[config.mk]
export PLATFORM = sky130hd
export DESIGN_NAME = mult_16b_seq
export DESIGN_NICKNAME = d
export VERILOG_FILES = /design/src/rtl/mult_16b_seq.sv
export SDC_FILE = /design/constraint.sdc
export NUM_CORES = 1
export LEC_CHECK = 0
export CORE_UTILIZATION = 65
export CTS_BUF_LIST = sky130_fd_sc_hd__clkbuf_16
export DETAILED_ROUTE_END_ITERATION = 12
export DONT_BUFFER_PORTS = 1
export HOLD_SLACK_MARGIN = 0.02
export PLACE_DENSITY = 0.81
export SLEW_MARGIN = 25
export SYNTH_ARGS = -nofsm -noshare
export SYNTH_HDL_FRONTEND = slang
export SYNTH_SLANG_ARGS = --single-unit
[constraint.sdc]
create_clock -name clk -period 3.3 [get_ports clk]
set_input_delay 0.33 -clock clk [delete_from_list [all_inputs] [get_ports clk]]
set_output_delay 0.33 -clock clk [all_outputs]
set_load 0.005 [all_outputs]
[src/rtl/mult_16b_seq.sv]
// ----------------------------------------------------------------------------
// mult_16b_seq : unsigned 16x16 shift-and-add multiplier around an external CLA
// Rev 1.0
// ----------------------------------------------------------------------------
`default_nettype none

module mult_16b_seq #(
  parameter int WIDTH = 16,
  parameter int CNT_W = 5
) (
  input  logic                 clk,
  input  logic                 rst_n,
  input  logic                 in_valid,
  output logic                 in_ready,
  input  logic [WIDTH-1:0]     in_a,
  input  logic [WIDTH-1:0]     in_b,
  output logic                 out_valid,
  input  logic                 out_ready,
  output logic [2*WIDTH-1:0]   out_prod,
  output logic [WIDTH-1:0]     add_a,
  output logic [WIDTH-1:0]     add_b,
  output logic                 add_cin,
  input  logic [WIDTH-1:0]     add_s,
  input  logic                 add_cout
);

  localparam logic [CNT_W-1:0] LAST_CNT = CNT_W'(WIDTH - 1);

  typedef enum logic [1:0] {
    IDLE = 2'd0,
    RUN  = 2'd1,
    DONE = 2'd2
  } state_t;

  state_t           state;
  state_t           state_d;
  logic [WIDTH-1:0] mcand;
  logic [WIDTH-1:0] hi;
  logic [WIDTH-1:0] lo;
  logic [CNT_W-1:0] cnt;
  logic             accept;

  assign accept = in_valid && (state == IDLE);

  always_ff @(posedge clk or negedge rst_n) begin
    if (!rst_n) begin
      state <= IDLE;
    end else begin
      state <= state_d;
    end
  end

  // Encoding 2'b11 is unreachable; it falls through to IDLE.
  always_comb begin
    state_d = state;
    case (state)
      IDLE:    if (accept) state_d = RUN;
      RUN:     if (cnt == LAST_CNT) state_d = DONE;
      DONE:    if (out_ready) state_d = IDLE;
      default: state_d = IDLE;
    endcase
  end

  // Each RUN step adds the gated multiplicand into hi and shifts {cout,hi,lo} right.
  always_ff @(posedge clk or negedge rst_n) begin
    if (!rst_n) begin
      mcand <= '0;
      hi    <= '0;
      lo    <= '0;
      cnt   <= '0;
    end else begin
      case (state)
        IDLE: begin
          if (accept) begin
            mcand <= in_a;
            lo    <= in_b;
            hi    <= '0;
            cnt   <= '0;
          end
        end
        RUN: begin
          hi  <= {add_cout, add_s[WIDTH-1:1]};
          lo  <= {add_s[0], lo[WIDTH-1:1]};
          cnt <= cnt + CNT_W'(1);
        end
        default: ;
      endcase
    end
  end

  assign in_ready  = (state == IDLE);
  assign out_valid = (state == DONE);
  assign out_prod  = {hi, lo};

  // Adder inputs are forced to zero outside RUN so the adder stays quiet.
  assign add_a   = (state == RUN) ? hi : '0;
  assign add_b   = ((state == RUN) && lo[0]) ? mcand : '0;
  assign add_cin = 1'b0;

endmodule

`default_nettype wire

==> out/summary.txt <==
most frequent cells in the layout = dfrtp_1, nand2_1, o21ai_0
WL per Instance = 17.5 um
post-synth design cell area = 2670 um^2
Slowest-stage cell, CP = nor2b_4
Max Cap Viol = 0
Data arrival, critical path = 2.07 ns
gr ovfl total = 0
Least-Margin Pin Slew = 0.914 ns
kind of critical path = reg2out
HP Class = in2reg
Sequential Power Share = 48.7%
fmax = 416 MHz
VDD IR-drop max = 510 uV
Switching Fraction = 35.6%
Root Buffer = clkbuf_16
Ports = 120
status = completed
Layout fillers = 253
Post-CTS Hold Buffers = 2
Layout Cells excl Fill = 301
CP max FO = 34
unrepaired setup endpoints after global routing = false
drt first pass iters = 4
Int Pwr = 1.67 mW
PD cells = 927 nW/um^2
relative slew slack = 38.9%
dpl ws = 1.14 ns
Req. time, crit path = 2.97 ns
die height = 66.1 um
DR iter-0 viols = 113
clock tree sinks = 55
Via Count = 1853
number of CTS-inserted buffers = 5
full die area = 4370 um^2
gr usage total = 25.1%
std cell rows = 22
worst-path cell chain = buf_4, nor2b_4, buf_4, and3_1
CP Capture Type = output pin
fin crit period = 2.40 ns
Startpoint Class = register
Layout Skew = 0.00331 ns
Ys Warns = 0
worst stage delay on the critical path = 0.59 ns
largest net degree at the start of global routing = 56
Mapped Nets = 317
first-pass GRT wire length = 8.27 mm
Clock Pin Slew Worst Setup and Hold Paths = 0.06 ns
Avg Vias per Cell = 6.16
Comb pwr share = 32.4%
DRC viols = 0
sequential share of the synthesized area = 51.6%
final worst-path cycle share = 72.8%
antenna violations before repair = 0
vias in the first global route = 1692
commonest non-fill, non-tap cell in the layout = dfrtp_1
antenna-violating nets left = 0
final WL = 5.27 mm
Psw = 0.927 mW
Hold Violations, Final = 0
count of different cell masters after synthesis = 31
CTS max path bufs = 2
chip width = 66.1 um
Post-CTS Setup Bufs = 0
register bit total from synthesis = 55
I/O Buffers = 0
setup ws final = 0.898 ns
final slew viol count = 0
most frequent CP cell = buf_4
initial core utilization = 70.3%
Syn Inst Count = 262
PostCTS Resize Cnt = 0
share of cells above drive strength 1 = 11.9%
Clk pwr share = 18.9%
Layout Nets = 307
CTS H-Tree Depth = 2
Syn-to-layout area delta = 5.11%
syn avg cell area = 10.2 um^2
number of diodes = 0
CTS tree = done
Clk Latency, worst-skew pair = 0.28 ns
setup_tns = 0 ns
Cells after DPL = 291
HPWL Detailed = 3.37 mm
Final Setup Violations = 0
GPL Wtd Cong = 0.724
leakage = 1.30 nW
CORE AREA = 3800 um^2
## worst paths after layout
check	startpoint	to	slack [ns]	depth (start not counted)
worst min register to register	mcand[0]	mcand[0]	0.50	1
worst max-delay path	state[0]	add_b[12]	0.90	4
min in group asynchronous	rst_n	lo[12]	0.56	2
max in group asynchronous	rst_n	mcand[4]	2.51	2
worst max register to register	state[1]	mcand[2]	1.11	3
worst min-delay path	add_s[5]	hi[4]	0.16	2
## per-layer routing
| layer | track usage [%] | vias up | part of all wire (%) |
|---|---|---|---|
| met3 | 7.93 | 2 | 9.3 |
| met1 | 34.1 | 891 | 43 |
| li1 | - | 873 | - |
| met2 | 39.3 | 87 | 47 |
| met5 | 0 | - | 0 |
| met4 | 6.38 | 0 | 0.49 |
## Yosys cell counts, drive strengths merged
library cell,instances,area share (%)
o311ai,1,0.33
a21oi,11,2.1
nand2,43,6.0
mux2,16,8.3
a22o,2,0.66
nand2b,2,0.47
and3b,1,0.33
ha,2,0.94
and3,17,4.0
mux2i,1,0.38
buf,15,3.8
o21ai,34,6.4
a22oi,15,4.2
clkbuf,7,0.98
o22ai,1,0.23
nor2,1,0.14
nand3,2,0.38
o21bai,2,0.70
inv,2,0.28
and2,16,3.8
dfrtp,55,52
conb,1,0.14
nor2b,15,3.9
## power groups by stage
stage	logic, mW	registers, mW	clock network (mW)
4_1_cts	0.854	1.26	0.501
5_1_grt	0.953	1.30	0.536
3_3_place_gp	0.802	1.27	0
3_5_place_dp	0.834	1.27	0
6_report	0.843	1.27	0.491
2_1_floorplan	0.756	1.19	0
## stage by stage
step | total power [mW] | hold WS, ns | utilization, % | cell area (um^2)
floorplan | 1.94 | 0.0344 | - | 2670
global route | 2.79 | 0.157 | 73.8 | 2810
global placement | 2.07 | 0.0354 | 69.2 | 2630
finish | 2.60 | 0.164 | 73.8 | 2810
detailed placement | 2.10 | 0.0356 | 69.2 | 2630
CTS | 2.61 | 0.160 | 73.8 | 2810
## area by class of cell
type | count | area, um^2 | area share (%)
inverter | 2 | 7.51 | 0.268
multi-input combinational | 183 | 1160 | 41.5
timing repair buffer | 5 | 60.1 | 2.14
tap | 48 | 60.1 | 2.14
clock buffer | 5 | 125 | 4.46
sequential | 55 | 1380 | 49.1
clock inverter | 3 | 12.5 | 0.446
## critical path: cells and delay by family, from the launching register on
kind          cells  cell delay [ns]
buf+inv           2             0.64
flops             1             0.32
simple gates      2             0.81
## logic make-up after synthesis
group | count (synthesis) | synth area share, %
AO/OA/AOI/OAI | 66 | 14.6
adder cells (fa/ha/maj) | 2 | 0.937
buffers and inverters | 24 | 5.11
flip-flops | 55 | 51.6
multiplexers | 17 | 8.67
other | 1 | 0.141
AND/OR/NAND/NOR | 97 | 19.0
## state kept, by name, indices dropped and copies added, names as in the netlist
| signal | cells |
|---|---|
| cnt | 5 |
| hi | 16 |
| lo | 16 |
| mcand | 16 |
| state | 2 |
Note: power is estimated with default switching activity, not from simulation.
